### src/rtl/gobang_board_hist_if.sv
// rtl/gobang_board_hist_if.sv - request/response bundle of the gobang board store
// Purpose: groups the board requests, display read and status outputs.
// Ports (master drives requests, slave drives responses):
//   clr, write, write_i, write_j, write_color, retract, display_i  -> slave
//   display_black/white, write_ack/rej, retract_ack/nak,
//   last_valid/i/j/color, hist_cnt, round_cnt_unit/tens/hund    -> master
interface gobang_board_hist_if #(
  parameter int BOARD_N = 15,
  parameter int IDX_W   = 5,
  parameter int HIST_AW = 4
);
  logic               clr;
  logic               write;
  logic [IDX_W-1:0]   write_i;
  logic [IDX_W-1:0]   write_j;
  logic               write_color;
  logic               retract;
  logic [IDX_W-1:0]   display_i;
  logic [BOARD_N-1:0] display_black;
  logic [BOARD_N-1:0] display_white;
  logic               write_ack;
  logic               write_rej;
  logic               retract_ack;
  logic               retract_nak;
  logic               last_valid;
  logic [IDX_W-1:0]   last_i;
  logic [IDX_W-1:0]   last_j;
  logic               last_color;
  logic [HIST_AW:0]   hist_cnt;
  logic [3:0]         round_cnt_unit;
  logic [3:0]         round_cnt_tens;
  logic [3:0]         round_cnt_hund;

  modport master (
    output clr, write, write_i, write_j, write_color, retract, display_i,
    input  display_black, display_white, write_ack, write_rej,
           retract_ack, retract_nak, last_valid, last_i, last_j, last_color,
           hist_cnt, round_cnt_unit, round_cnt_tens, round_cnt_hund
  );

  modport slave (
    input  clr, write, write_i, write_j, write_color, retract, display_i,
    output display_black, display_white, write_ack, write_rej,
           retract_ack, retract_nak, last_valid, last_i, last_j, last_color,
           hist_cnt, round_cnt_unit, round_cnt_tens, round_cnt_hund
  );
endinterface

### src/rtl/gobang_board_hist.sv
// rtl/gobang_board_hist.sv - gobang board store with retractable move history
// Purpose: BOARD_N x BOARD_N board as black/white bit-planes with validated
//   writes, a HIST_DEPTH-entry ring of retractable moves, registered row
//   reads for the renderer and a saturating BCD stone count.
// Ports:
//   clk   - system clock, rising edge
//   rst_p - asynchronous active-high reset
//   bus   - gobang_board_hist_if.slave (requests in, pulses/status/rows out)
module gobang_board_hist #(
  parameter int BOARD_N    = 15,
  parameter int IDX_W      = 5,
  parameter int HIST_DEPTH = 16,
  parameter int HIST_AW    = 4
) (
  input  logic                  clk,
  input  logic                  rst_p,
  gobang_board_hist_if.slave    bus
);

  // Row/column index width actually needed to address the board arrays.
  // In-range indices never use the bits above RW, so slicing is lossless
  // once the range check has passed.
  localparam int          RW        = (BOARD_N > 1) ? $clog2(BOARD_N) : 1;
  localparam logic [31:0] BOARD_N_U = BOARD_N;
  localparam logic [HIST_AW:0] HIST_FULL = (HIST_AW + 1)'(HIST_DEPTH);

  typedef logic [BOARD_N-1:0] row_t;

  row_t               black_q [BOARD_N];
  row_t               black_d [BOARD_N];
  row_t               white_q [BOARD_N];
  row_t               white_d [BOARD_N];

  logic [IDX_W-1:0]   hist_i_q [HIST_DEPTH];
  logic [IDX_W-1:0]   hist_i_d [HIST_DEPTH];
  logic [IDX_W-1:0]   hist_j_q [HIST_DEPTH];
  logic [IDX_W-1:0]   hist_j_d [HIST_DEPTH];
  logic               hist_c_q [HIST_DEPTH];
  logic               hist_c_d [HIST_DEPTH];

  logic [HIST_AW-1:0] ptr_q, ptr_d;
  logic [HIST_AW:0]   cnt_q, cnt_d;
  logic [11:0]        bcd_q, bcd_d;      // {hund, tens, unit}

  logic               write_ack_q,   write_ack_d;
  logic               write_rej_q,   write_rej_d;
  logic               retract_ack_q, retract_ack_d;
  logic               retract_nak_q, retract_nak_d;
  row_t               disp_black_q,  disp_black_d;
  row_t               disp_white_q,  disp_white_d;

  logic [HIST_AW-1:0] ptr_prev;
  logic               wr_in_range;
  logic               wr_occupied;
  logic               disp_in_range;
  logic [RW-1:0]      wr_r, wr_c, rt_r, rt_c, disp_r;

  function automatic logic [11:0] bcd_inc(input logic [11:0] v);
    logic [11:0] r;
    r = v;
    if (v != 12'h999) begin
      if (v[3:0] != 4'd9) begin
        r[3:0] = v[3:0] + 4'd1;
      end else begin
        r[3:0] = 4'd0;
        if (v[7:4] != 4'd9) begin
          r[7:4] = v[7:4] + 4'd1;
        end else begin
          r[7:4]  = 4'd0;
          r[11:8] = v[11:8] + 4'd1;
        end
      end
    end
    return r;
  endfunction

  function automatic logic [11:0] bcd_dec(input logic [11:0] v);
    logic [11:0] r;
    r = v;
    if (v != 12'h000) begin
      if (v[3:0] != 4'd0) begin
        r[3:0] = v[3:0] - 4'd1;
      end else begin
        r[3:0] = 4'd9;
        if (v[7:4] != 4'd0) begin
          r[7:4] = v[7:4] - 4'd1;
        end else begin
          r[7:4]  = 4'd9;
          r[11:8] = v[11:8] - 4'd1;
        end
      end
    end
    return r;
  endfunction

  assign ptr_prev      = ptr_q - HIST_AW'(1);
  assign wr_r          = bus.write_i[RW-1:0];
  assign wr_c          = bus.write_j[RW-1:0];
  assign rt_r          = hist_i_q[ptr_prev][RW-1:0];
  assign rt_c          = hist_j_q[ptr_prev][RW-1:0];
  assign disp_r        = bus.display_i[RW-1:0];
  assign wr_in_range   = (32'(bus.write_i) < BOARD_N_U) && (32'(bus.write_j) < BOARD_N_U);
  assign disp_in_range = (32'(bus.display_i) < BOARD_N_U);
  // Only meaningful when wr_in_range; the AND keeps stray indices harmless.
  assign wr_occupied   = wr_in_range && (black_q[wr_r][wr_c] || white_q[wr_r][wr_c]);

  always_comb begin
    black_d       = black_q;
    white_d       = white_q;
    hist_i_d      = hist_i_q;
    hist_j_d      = hist_j_q;
    hist_c_d      = hist_c_q;
    ptr_d         = ptr_q;
    cnt_d         = cnt_q;
    bcd_d         = bcd_q;
    write_ack_d   = 1'b0;
    write_rej_d   = 1'b0;
    retract_ack_d = 1'b0;
    retract_nak_d = 1'b0;
    disp_black_d  = disp_in_range ? black_q[disp_r] : '0;
    disp_white_d  = disp_in_range ? white_q[disp_r] : '0;

    if (bus.clr) begin
      // History entries are left as-is: hist_cnt = 0 already hides them.
      for (int r = 0; r < BOARD_N; r++) begin
        black_d[r] = '0;
        white_d[r] = '0;
      end
      ptr_d        = '0;
      cnt_d        = '0;
      bcd_d        = '0;
      disp_black_d = '0;
      disp_white_d = '0;
    end else if (bus.retract) begin
      if (cnt_q == '0) begin
        retract_nak_d = 1'b1;
      end else begin
        ptr_d              = ptr_prev;
        black_d[rt_r][rt_c] = 1'b0;
        white_d[rt_r][rt_c] = 1'b0;
        cnt_d              = cnt_q - (HIST_AW + 1)'(1);
        bcd_d              = bcd_dec(bcd_q);
        retract_ack_d      = 1'b1;
      end
    end else if (bus.write) begin
      if (!wr_in_range || wr_occupied) begin
        write_rej_d = 1'b1;
      end else begin
        if (bus.write_color) white_d[wr_r][wr_c] = 1'b1;
        else                 black_d[wr_r][wr_c] = 1'b1;
        // A full ring overwrites the oldest entry; that stone stays placed.
        hist_i_d[ptr_q] = bus.write_i;
        hist_j_d[ptr_q] = bus.write_j;
        hist_c_d[ptr_q] = bus.write_color;
        ptr_d           = ptr_q + HIST_AW'(1);
        if (cnt_q != HIST_FULL) cnt_d = cnt_q + (HIST_AW + 1)'(1);
        bcd_d           = bcd_inc(bcd_q);
        write_ack_d     = 1'b1;
      end
    end
  end

  always_ff @(posedge clk or posedge rst_p) begin
    if (rst_p) begin
      for (int r = 0; r < BOARD_N; r++) begin
        black_q[r] <= '0;
        white_q[r] <= '0;
      end
      for (int h = 0; h < HIST_DEPTH; h++) begin
        hist_i_q[h] <= '0;
        hist_j_q[h] <= '0;
        hist_c_q[h] <= 1'b0;
      end
      ptr_q         <= '0;
      cnt_q         <= '0;
      bcd_q         <= '0;
      write_ack_q   <= 1'b0;
      write_rej_q   <= 1'b0;
      retract_ack_q <= 1'b0;
      retract_nak_q <= 1'b0;
      disp_black_q  <= '0;
      disp_white_q  <= '0;
    end else begin
      black_q       <= black_d;
      white_q       <= white_d;
      hist_i_q      <= hist_i_d;
      hist_j_q      <= hist_j_d;
      hist_c_q      <= hist_c_d;
      ptr_q         <= ptr_d;
      cnt_q         <= cnt_d;
      bcd_q         <= bcd_d;
      write_ack_q   <= write_ack_d;
      write_rej_q   <= write_rej_d;
      retract_ack_q <= retract_ack_d;
      retract_nak_q <= retract_nak_d;
      disp_black_q  <= disp_black_d;
      disp_white_q  <= disp_white_d;
    end
  end

  assign bus.display_black  = disp_black_q;
  assign bus.display_white  = disp_white_q;
  assign bus.write_ack      = write_ack_q;
  assign bus.write_rej      = write_rej_q;
  assign bus.retract_ack    = retract_ack_q;
  assign bus.retract_nak    = retract_nak_q;
  assign bus.last_valid     = (cnt_q != '0);
  assign bus.last_i         = (cnt_q != '0) ? hist_i_q[ptr_prev] : '0;
  assign bus.last_j         = (cnt_q != '0) ? hist_j_q[ptr_prev] : '0;
  assign bus.last_color     = (cnt_q != '0) ? hist_c_q[ptr_prev] : 1'b0;
  assign bus.hist_cnt       = cnt_q;
  assign bus.round_cnt_unit = bcd_q[3:0];
  assign bus.round_cnt_tens = bcd_q[7:4];
  assign bus.round_cnt_hund = bcd_q[11:8];

endmodule

### src/flat_wrapper.sv
// flat-port wrapper written by rule: the top's interface ports become plain ports
module gobang_board_hist_flat 
#(
  parameter int BOARD_N    = 15,
  parameter int IDX_W      = 5,
  parameter int HIST_DEPTH = 16,
  parameter int HIST_AW    = 4
)
  (clk, rst_p, bus_clr, bus_write, bus_write_i, bus_write_j, bus_write_color, bus_retract, bus_display_i, bus_display_black, bus_display_white, bus_write_ack, bus_write_rej, bus_retract_ack, bus_retract_nak, bus_last_valid, bus_last_i, bus_last_j, bus_last_color, bus_hist_cnt, bus_round_cnt_unit, bus_round_cnt_tens, bus_round_cnt_hund);
  gobang_board_hist_if #(.BOARD_N(BOARD_N), .IDX_W(IDX_W), .HIST_AW(HIST_AW)) bus_i ();
  input  logic clk;
  input  logic rst_p;
  input wire logic [$bits(bus_i.clr)-1:0] bus_clr;
  input wire logic [$bits(bus_i.write)-1:0] bus_write;
  input wire logic [$bits(bus_i.write_i)-1:0] bus_write_i;
  input wire logic [$bits(bus_i.write_j)-1:0] bus_write_j;
  input wire logic [$bits(bus_i.write_color)-1:0] bus_write_color;
  input wire logic [$bits(bus_i.retract)-1:0] bus_retract;
  input wire logic [$bits(bus_i.display_i)-1:0] bus_display_i;
  output wire logic [$bits(bus_i.display_black)-1:0] bus_display_black;
  output wire logic [$bits(bus_i.display_white)-1:0] bus_display_white;
  output wire logic [$bits(bus_i.write_ack)-1:0] bus_write_ack;
  output wire logic [$bits(bus_i.write_rej)-1:0] bus_write_rej;
  output wire logic [$bits(bus_i.retract_ack)-1:0] bus_retract_ack;
  output wire logic [$bits(bus_i.retract_nak)-1:0] bus_retract_nak;
  output wire logic [$bits(bus_i.last_valid)-1:0] bus_last_valid;
  output wire logic [$bits(bus_i.last_i)-1:0] bus_last_i;
  output wire logic [$bits(bus_i.last_j)-1:0] bus_last_j;
  output wire logic [$bits(bus_i.last_color)-1:0] bus_last_color;
  output wire logic [$bits(bus_i.hist_cnt)-1:0] bus_hist_cnt;
  output wire logic [$bits(bus_i.round_cnt_unit)-1:0] bus_round_cnt_unit;
  output wire logic [$bits(bus_i.round_cnt_tens)-1:0] bus_round_cnt_tens;
  output wire logic [$bits(bus_i.round_cnt_hund)-1:0] bus_round_cnt_hund;
  assign bus_i.clr = bus_clr;
  assign bus_i.write = bus_write;
  assign bus_i.write_i = bus_write_i;
  assign bus_i.write_j = bus_write_j;
  assign bus_i.write_color = bus_write_color;
  assign bus_i.retract = bus_retract;
  assign bus_i.display_i = bus_display_i;
  assign bus_display_black = bus_i.display_black;
  assign bus_display_white = bus_i.display_white;
  assign bus_write_ack = bus_i.write_ack;
  assign bus_write_rej = bus_i.write_rej;
  assign bus_retract_ack = bus_i.retract_ack;
  assign bus_retract_nak = bus_i.retract_nak;
  assign bus_last_valid = bus_i.last_valid;
  assign bus_last_i = bus_i.last_i;
  assign bus_last_j = bus_i.last_j;
  assign bus_last_color = bus_i.last_color;
  assign bus_hist_cnt = bus_i.hist_cnt;
  assign bus_round_cnt_unit = bus_i.round_cnt_unit;
  assign bus_round_cnt_tens = bus_i.round_cnt_tens;
  assign bus_round_cnt_hund = bus_i.round_cnt_hund;
  gobang_board_hist #(.BOARD_N(BOARD_N), .IDX_W(IDX_W), .HIST_DEPTH(HIST_DEPTH), .HIST_AW(HIST_AW)) u_core (.clk(clk), .rst_p(rst_p), .bus(bus_i));
endmodule
### config.mk
export PLATFORM = sky130hd
export DESIGN_NAME = gobang_board_hist_flat
export DESIGN_NICKNAME = d
export VERILOG_FILES = /design/src/rtl/gobang_board_hist_if.sv /design/src/rtl/gobang_board_hist.sv /design/src/flat_wrapper.sv
export SDC_FILE = /design/constraint.sdc
export NUM_CORES = 2
export LEC_CHECK = 0
export ABC_AREA = 1
export BUFFER_PORTS_ARGS = -buffer_cell sky130_fd_sc_hd__buf_2
export CORE_MARGIN = 4
export CORE_UTILIZATION = 25
export DETAILED_ROUTE_END_ITERATION = 16
export SLEW_MARGIN = 25
export SYNTH_ARGS = -nofsm -noshare
export SYNTH_HDL_FRONTEND = slang
export SYNTH_SLANG_ARGS = --single-unit
### constraint.sdc
create_clock -name clk -period 27.6 [get_ports clk]
set_clock_uncertainty 0.15 [all_clocks]
set_input_delay 1.38 -clock clk [delete_from_list [all_inputs] [get_ports clk]]
set_output_delay 1.38 -clock clk [all_outputs]
set_load 0.005 [all_outputs]
==> results.sh <==
export IMPL_die_w_um=437.4
export IMPL_ys_async_sr_fraction=1.000
export IMPL_min_from="u_core.hist_i_q[9]"
export IMPL_crit_path_cell_trace="clkbuf_8 -> clkinv_2 -> buf_4 -> nand2_1 -> nor2_2 -> nand2_1 -> o21ai_0 -> nor2_1 -> nand2_1 -> nor2_1 -> nor2_1 -> nor2_1 -> nand3_1 -> a21oi_1 -> nand2_2 -> nand2_8 -> buf_4 -> buf_4 -> nand4_1 -> nand2_1"
export IMPL_final_max_slew_viol_count=0
export IMPL_syn2layout_area_growth_pct=10.06
export IMPL_r2r_end="u_core.black_q[199]"
export IMPL_worstPathRequired_ns=28.09
export IMPL_cts_tree="done"
export IMPL_status="finished clean"
export IMPL_worst_pin_slew_ns=1.156
export IMPL_cap_viol_max_count=0
export IMPL_synth_edff_count=0
export IMPL_ff2ff_setup_slack_ns=21.81
export IMPL_vias=51650
export IMPL_start_kind="input port"
export IMPL_viasPerCell=5.496
export IMPL_ant_nets=0
export IMPL_power_density_nw_per_um2=72.33
export IMPL_p_int_mw=1.935
export IMPL_switchingPower_mw=1.735
export IMPL_wirelength_um=208600
export IMPL_cp_arrival_ns=8.48
export IMPL_crit_slowest_cell="buf_4"
export IMPL_ff2ff_path_depth=16
export IMPL_postCtsSetupBuffers=0
export IMPL_avgSynthCellArea_um2=6.413
export IMPL_p_sw_frac=0.4726
export IMPL_setup_viol=0
export IMPL_endpoint_kind="flop"
export IMPL_clockBufferDepth=3
export IMPL_drt_pass1_iterations=7
export IMPL_p_comb_frac=0.395
export IMPL_seq_area_frac_synth=0.3696
export IMPL_yosysUniqueCellTypes=46
export IMPL_crit_end="u_core.black_q[169]"
export IMPL_core_um2=183300
export IMPL_max_freq_mhz=125.2
export IMPL_clk_insertion_delay_late_ns=0.73
export IMPL_ctsHoldBuffers=0
export IMPL_drc_errors=0
export IMPL_grt_max_degree=206
export IMPL_worst_path_largest_cell_delay_ns=0.90
export IMPL_seqPwrFrac=0.298
export IMPL_clk_pin_slew_ns=0.06
export IMPL_ioPinCount=84
export IMPL_antenna_found_initial=16
export IMPL_cts_num_sinks=681
export IMPL_clkPwrFrac=0.308
export IMPL_ys_ff_latch=681
export IMPL_r2r_start="u_core.ptr_q[0]"
export IMPL_grt_overflow_total=0
export IMPL_finalCriticalPeriod_ns=7.989
export IMPL_initial_utilization=0.2515
export IMPL_ys_flop_type="dfrtp_1"
export IMPL_syn_inst=7189
export IMPL_dr_first_iter_drc_count=7602
export IMPL_grt_pass1_vias=47798
export IMPL_cp_startpoint="bus_write_i[0]"
export IMPL_grt_pass1_wl_um=310700
export IMPL_die_h_um=437.4
export IMPL_place_gp_congestion=0.9097
export IMPL_max_vdd_ir_drop_uv=142.6
export IMPL_dp_cells=9235
export IMPL_fin_nets=6896
export IMPL_syn_num_nets=7228
export IMPL_hold_viol=0
export IMPL_drive_gt1_frac=0.05662
export IMPL_rows=157
export IMPL_synth_area_um2=46100
export IMPL_final_setup_tns_ns=0
export IMPL_yosysWarnings=0
export IMPL_grt_usage=0.2085
export IMPL_power_leakage_nw=23.81
export IMPL_instances_no_fill=9397
export IMPL_crit_type="in -> reg"
export IMPL_cts_buffers_inserted=80
export IMPL_period_share=0.2895
export IMPL_clock_root_buffer="clkbuf_16"
export IMPL_ctsHtreeMaxLevel=3
export IMPL_wl_per_cell_um=22.20
export IMPL_slew_headroom=0.2293
export IMPL_dieArea_um2=191300
export IMPL_place_hpwl_um=117500
export IMPL_hold_class="reg -> reg"
export IMPL_post_cts_resized=0
export IMPL_rsz0062_at_grt="false"
export IMPL_port_buffers=83
export IMPL_critical_path_max_fanout=109
[how the worst min path moves through the flow]
stage	end	slack, ns	cells after the start
floorplan	u_core.hist_i_q[19]	0.29	2
global placement	u_core.hist_i_q[7]	0.30	2
detailed placement	u_core.hist_j_q[14]	0.30	2
CTS	u_core.hist_i_q[12]	0.32	2
global route	u_core.hist_i_q[66]	0.33	2
finish	u_core.hist_i_q[9]	0.31	2
[synth_stat cells (8+ instances only)]
library cell     n  area share
a21oi_1        216       0.023
o21ai_1         23      0.0025
a221oi_1        32      0.0061
ha_1            16      0.0043
buf_2          155       0.017
clkbuf_1       338       0.028
o22ai_1         33      0.0045
o221ai_1         9      0.0017
nor2_1        1015       0.083
inv_2            8     0.00065
a22oi_1         12      0.0020
nor3_1          20      0.0022
o2111ai_1       46      0.0087
xor2_1           8      0.0015
buf_1           64      0.0052
nand2_1       2492        0.20
o21ai_0        758       0.082
inv_1          376       0.031
a211oi_1        10      0.0016
or2_2            8      0.0011
dfrtp_1        681        0.37
nand4_1        612       0.083
nand3_1        129       0.014
o211ai_1        31      0.0050
buf_6           37      0.0090
[layout by cell type, fill, tap and decap left out, types with 7 or more instances in the layout]
cell,n
nand2_1,2480
nor2_1,1008
o21ai_0,758
dfrtp_1,680
nand4_1,612
inv_1,362
a21oi_1,216
nand3_1,129
buf_4,91
clkbuf_16,80
buf_2,79
o2111ai_1,46
o22ai_1,33
a221oi_1,32
o211ai_1,31
clkbuf_8,24
o21ai_1,23
nor3_1,20
clkinv_2,19
inv_2,17
ha_1,16
nand2_2,14
clkbuf_1,14
a22oi_1,12
buf_12,11
diode_2,10
a211oi_1,10
o221ai_1,9
nor2_4,8
xor2_1,7
or2_2,7
[routing by layer]
layer  global-route usage  wire length (um)  vias up
met5                    0                54        -
met4               0.1491             16570        8
met3              0.04541             24580      821
met2               0.3104             88870     3509
met1               0.2669             78550    24267
li1                     -                 -    23045
[stage by stage]
step | utilization | setup WS [ns] | cell area (um^2) | hold slack (ns) | power, mW
after floorplan | - | 6.979 | 46100 | 0.2865 | 1.820
after global placement | 0.2610 | 19.11 | 47840 | 0.2980 | 2.481
after detailed placement | 0.2612 | 19.21 | 47880 | 0.3022 | 2.494
after CTS | 0.2761 | 19.97 | 50610 | 0.3184 | 3.625
after global routing | 0.2768 | 19.42 | 50720 | 0.3294 | 3.777
final | 0.2769 | 19.61 | 50740 | 0.3136 | 3.670
[kinds of logic after synthesis]
family	after synthesis	synth area share
buffers and inverters	994	0.09268
AOI/OAI and AO/OA	1189	0.1411
and+or+nand+nor	4294	0.3889
xor gates and xnor gates	13	0.002470
DFF	681	0.3696
adders and majority gates	18	0.005211
[sequential cells by signal (all words and copies together) (netlist names)]
signal	cells
u_core.hist_j_q	80
u_core.bus.display_white	15
u_core.black_q	225
u_core.bus.retract_nak	1
u_core.hist_c_q	16
u_core.bus.hist_cnt	5
u_core.bus.write_rej	1
u_core.bcd_q	12
u_core.hist_i_q	80
u_core.bus.display_black	15
u_core.bus.write_ack	1
u_core.bus.retract_ack	1
u_core.ptr_q	4
u_core.white_q	225
[worst max-delay path: cells and delay by family]
family | cells | cell delay [ns]
AOI/OAI and AO/OA | 2 | 0.30
buffers and inverters | 5 | 3.45
and+or+nand+nor | 13 | 3.12
[power by group through the flow]
stage	logic, mW	clock network (mW)	registers [mW]
after floorplan	0.725	0	1.09
after global placement	1.37	0	1.11
after detailed placement	1.38	0	1.11
after CTS	1.39	1.15	1.09
after global routing	1.49	1.18	1.10
final	1.45	1.13	1.09
[final cells by class]
class,count,area [um^2]
Antenna cell,10,25.02
Tap cell,2464,3083
Multi-Input combinational cell,5514,24940
Clock buffer,117,2371
Inverter,390,1485
Clock inverter,31,361.6
Sequential cell,681,17040
Fill cell,20104,132500
Timing Repair Buffer,190,1435
Power figures use the tool's default switching activity.
